<file path="src/rtl/chan_rr_sched.sv">
// chan_rr_sched: round-robin owner of the shared demux->mux channel.
// Drives sel1/en_o/sel2 and checks the loop readback for errors.
module chan_rr_sched #(
  parameter int MAX_BURST = 4
) (
  input  logic       clk,
  input  logic       rst_n,
  input  logic [3:0] req,
  input  logic [7:0] dst,
  input  logic       loop_in,
  output logic [3:0] grant,
  output logic       en_o,
  output logic [1:0] sel1,
  output logic [1:0] sel2,
  output logic       chk_valid,
  output logic       busy,
  output logic       err
);

  typedef enum logic [1:0] {
    IDLE  = 2'd0,
    GRANT = 2'd1,
    GAP   = 2'd2
  } state_t;

  localparam logic [3:0] CNT_LAST = 4'(MAX_BURST - 1);

  state_t     state;
  logic [1:0] last_grant;
  logic [3:0] cnt;
  logic [1:0] win;
  logic       win_ok;
  logic [1:0] idx;

  // Winner search: first set req bit starting just after last owner.
  always_comb begin
    win    = last_grant;
    win_ok = 1'b0;
    idx    = last_grant;
    for (int k = 1; k <= 4; k++) begin
      idx = last_grant + 2'(k);
      if (!win_ok && req[idx]) begin
        win    = idx;
        win_ok = 1'b1;
      end
    end
  end

  // FSM, registered channel controls and readback checker.
  always_ff @(posedge clk) begin
    if (!rst_n) begin
      state      <= IDLE;
      grant      <= 4'b0000;
      en_o       <= 1'b0;
      sel1       <= 2'd0;
      sel2       <= 2'd0;
      chk_valid  <= 1'b0;
      busy       <= 1'b0;
      err        <= 1'b0;
      last_grant <= 2'd3;
      cnt        <= 4'd0;
    end else begin
      sel2      <= sel1;
      chk_valid <= en_o;
      if (chk_valid && !loop_in) begin
        err <= 1'b1;
      end
      unique case (state)
        IDLE: begin
          if (win_ok) begin
            state      <= GRANT;
            grant      <= 4'b0001 << win;
            sel1       <= dst[{win, 1'b0} +: 2];
            en_o       <= 1'b1;
            busy       <= 1'b1;
            cnt        <= 4'd0;
            last_grant <= win;
          end
        end
        GRANT: begin
          // last_grant doubles as the current owner index.
          if (!req[last_grant] || cnt == CNT_LAST) begin
            state <= GAP;
            grant <= 4'b0000;
            en_o  <= 1'b0;
          end else begin
            cnt <= cnt + 4'd1;
          end
        end
        GAP: begin
          state <= IDLE;
          busy  <= 1'b0;
        end
        default: begin
          state <= IDLE;
          grant <= 4'b0000;
          en_o  <= 1'b0;
          busy  <= 1'b0;
        end
      endcase
    end
  end

endmodule

</file>
<file path="config.mk">
export PLATFORM = sky130hd
export DESIGN_NAME = chan_rr_sched
export DESIGN_NICKNAME = d
export VERILOG_FILES = /design/src/rtl/chan_rr_sched.sv
export SDC_FILE = /design/constraint.sdc
export NUM_CORES = 1
export LEC_CHECK = 0
export CAP_MARGIN = 20
export CORE_MARGIN = 1.5
export CORE_UTILIZATION = 48
export CTS_BUF_LIST = sky130_fd_sc_hd__clkbuf_4 sky130_fd_sc_hd__clkbuf_8
export DETAILED_ROUTE_END_ITERATION = 12
export HOLD_SLACK_MARGIN = 0.12
export PLACE_DENSITY = 0.77
export SLEW_MARGIN = 15
export SYNTH_ARGS = -nofsm -noshare
export SYNTH_HDL_FRONTEND = slang
export SYNTH_SLANG_ARGS = --single-unit
</file>
<file path="constraint.sdc">
create_clock -name clk -period 2.2 [get_ports clk]
set_clock_uncertainty 0.1 [all_clocks]
set_input_delay 0.44 -clock clk [delete_from_list [all_inputs] [get_ports clk]]
set_output_delay 0.44 -clock clk [all_outputs]
set_load 0.02 [all_outputs]
</file>
==> metrics.md <==
| Metric | Value |
|---|---|
| Outcome | finished clean |
| DRC errors left | 0 |
| Post-synthesis mux area share | 0.0668 |
| WL per Instance | 13.3 µm |
| Synth area leader | dfxtp_1 |
| Hold Path End | chk_valid |
| Xor/xnor share of the synthesized area | 0.0187 |
| Max-slew violations | 0 |
| Worst min-delay path startpoint | en_o |
| Setup TNS | 0 ps |
| Adder-Cell Fraction of Synth Area | 0.0134 |
| CP max FO | 6 |
| Worst Path Arrival | 2070 ps |
| Critical R2R Capture | grant[3] |
| Hold slack final | 366 ps |
| Worst hold path class | reg2reg |
| Design area | 0.00133 mm² |
| ANT nets after route | 0 |
| Flops & latches, synth | 20 |
| CTS clk-pin slew, worst paths | 120 ps |
| Filler cell count in the final layout | 131 |
| Vias | 859 |
| Maximum clock path buffer count | 2 |
| Port Buf Inserts | 26 |
| Critical path launch point | req[1] |
| Max-cap viol count | 0 |
| Layout cells sized above 1 | 0.145 |
| Critical path class | in2reg |
| Number of synthesized flops with an enable pin | 0 |
| Post-synthesis simple-gate area fraction | 0.247 |
| Area growth, synth to finish | 42.0% |
| Core region area | 0.00178 mm² |
| R2r setup slk | 320 ps |
| First-pass GRT wire length | 3510 µm |
| Distinct cell type count after synthesis | 37 |
| CTS resizes | 0 |
| First drt pass iteration count | 3 |
| Worst-Skew Late Latency | 300 ps |
| Synth area leaders | dfxtp_1, mux2i_1, nor2_1 |
| Most common cell in the netlist | dfxtp_1 |
| CP Capture Type | flop |
| Compound-gate portion of the synthesized area | 0.186 |
| Post-CTS Setup Bufs | 0 |
| Syn Inst Count | 102 |
| Final hold vios | 0 |
| Final Util | 0.745 |
| Vert. Die Dim | 47.2 µm |
| Final setup violation count | 0 |
| Critical Path RT | 2300 ps |
| Worst reg2reg path depth | 5 |
| Ys Warns | 0 |
| Post-Route WL | 2170 µm |
| Gr ovfl total | 0 |
| Combinational family with the most area after synthesis | simple AND/OR/NAND/NOR gates |
| Cell Area, Placed | 0.00128 mm² |
| Startpoint types | input port |
| Post-CTS Hold Buffers | 0 |
| Die X | 47.2 µm |
| Clock root cell | clkbuf_4 |
| Total GRT Usage | 0.226 |
| Initial antenna violation count | 0 |
| Num CTS Buffers | 3 |
| Initial drt markers | 6 |
| Final weighted congestion in routability-driven placement | 0.840 |
| Fin crit share | 0.894 |
| Multi-input gate area | 498 µm² |
| Number of global-route vias before repair | 861 |
| Max frequency | 508 MHz |
| Leak | 0.555 nW |
| Crit Reg-Reg Startpoint | cnt[0] |
| I/O Pins | 27 |
| Actual slew at the worst max-slew pin | 469 ps |
| Post-synth top cells | dfxtp_1, nor2_1, nand2_1, inv_1, nand3_1 |
| Maximum vdd drop | 0.492 mV |
| CTS tree | done |
| Final period demand of the worst path | 1970 ps |
| Sequential share of the synthesized area | 0.428 |
| Post-synth net total | 118 |
| Power density over the cells | 819 mW/mm² |
| RSZ-0062 raised after global routing | false |
| Clock sink total | 20 |
| Hold path depth | 2 |
| Vias per std cell | 5.27 |
| Starting Density | 0.525 |
| Async set-reset flop share out of synthesis | 0 |
| Largest net degree at the start of global routing | 14 |
| Area taken by flip-flops and latches | 400 µm² |
| Inserted Diodes | 0 |
| Mapped Avg Cell Area | 9.18 µm² |
| H-tree lvl count | 1 |
| Rows | 15 |
| Post-synthesis instance area | 936 µm² |
| Layout Nets | 155 |
| Die area | 0.00222 mm² |
| Slew HR | 0.686 |
| Final HPWL DP | 1690 µm |
| Post-synth top area share | 0.428 |
| Ys flop type | dfxtp_1 |
-- critical path, cell delays in order --
cell and delay (ps):
clkdlybuf4s50_1 490, mux4_2 500, and3_4 190, o21bai_4 190, a32o_1 270
-- sequential cells by signal, indices dropped and copies added, names as in the netlist --
signal,flops
chk_valid,1
err,1
sel1,2
last_grant,2
en_o,1
cnt,4
grant,4
sel2,2
busy,1
state,2
-- logic make-up (layout without fill, tap and decap cells) --
| kind of cell | count (synthesis) | count (layout) |
|---|---|---|
| compound gates | 23 | 23 |
| xor+xnor | 2 | 2 |
| fa+ha+maj | 1 | 1 |
| buf+inv | 8 | 44 |
| flops | 20 | 20 |
| mux | 5 | 5 |
| simple gates | 43 | 43 |
-- worst max path at each step --
stage | end | slack [ps] | cells past startpoint
2_1_floorplan | grant[2] | 430 | 5
3_3_place_gp | grant[3] | -50 | 5
3_5_place_dp | grant[3] | -90 | 5
4_1_cts | grant[3] | 230 | 5
5_1_grt | sel1[0] | 150 | 7
6_report | grant[3] | 230 | 5
-- where the power goes --
part | internal, mW | leakage [nW] | switching [mW]
registers | 0.408 | 0.164 | 0.0393
logic | 0.177 | 0.362 | 0.167
clock network | 0.184 | 0.0279 | 0.113
-- stage by stage --
step	setup WS (ps)	instances	power (mW)
2_1_floorplan	430	102	0.651
3_3_place_gp	-47.2	159	0.791
3_5_place_dp	-87.7	159	0.798
4_1_cts	233	163	1.09
5_1_grt	145	163	1.14
6_report	233	163	1.09
-- cells in the final DEF, fill, tap and decap left out, drive strengths merged, types with 4 or more instances in the layout --
cell           count
o211ai             4
dfxtp             20
nand3              5
a21oi              4
clkdlybuf4s50     26
buf                9
inv                5
nor2              10
mux2i              4
nand2              9
o21ai              4
-- per-layer routing --
metal,GRT usage,wire length [µm],share of wire,vias to the layer above
met5,0,0,0,-
met4,0.0667,14,0.0065,0
met3,0.0346,59,0.027,2
met2,0.405,1100,0.51,12
met1,0.277,993,0.46,402
li1,-,-,-,443
-- final cells by class --
| cell class | count | share of cell area |
|---|---|---|
| clock buffers | 3 | 0.0169 |
| well taps | 25 | 0.0235 |
| clock inverters | 1 | 0.0226 |
| repair buffers | 35 | 0.247 |
| inverters | 5 | 0.0141 |
| flip-flops and latches | 20 | 0.301 |
| multi-input cells | 74 | 0.375 |
Note: power is estimated with default switching activity, not from simulation.
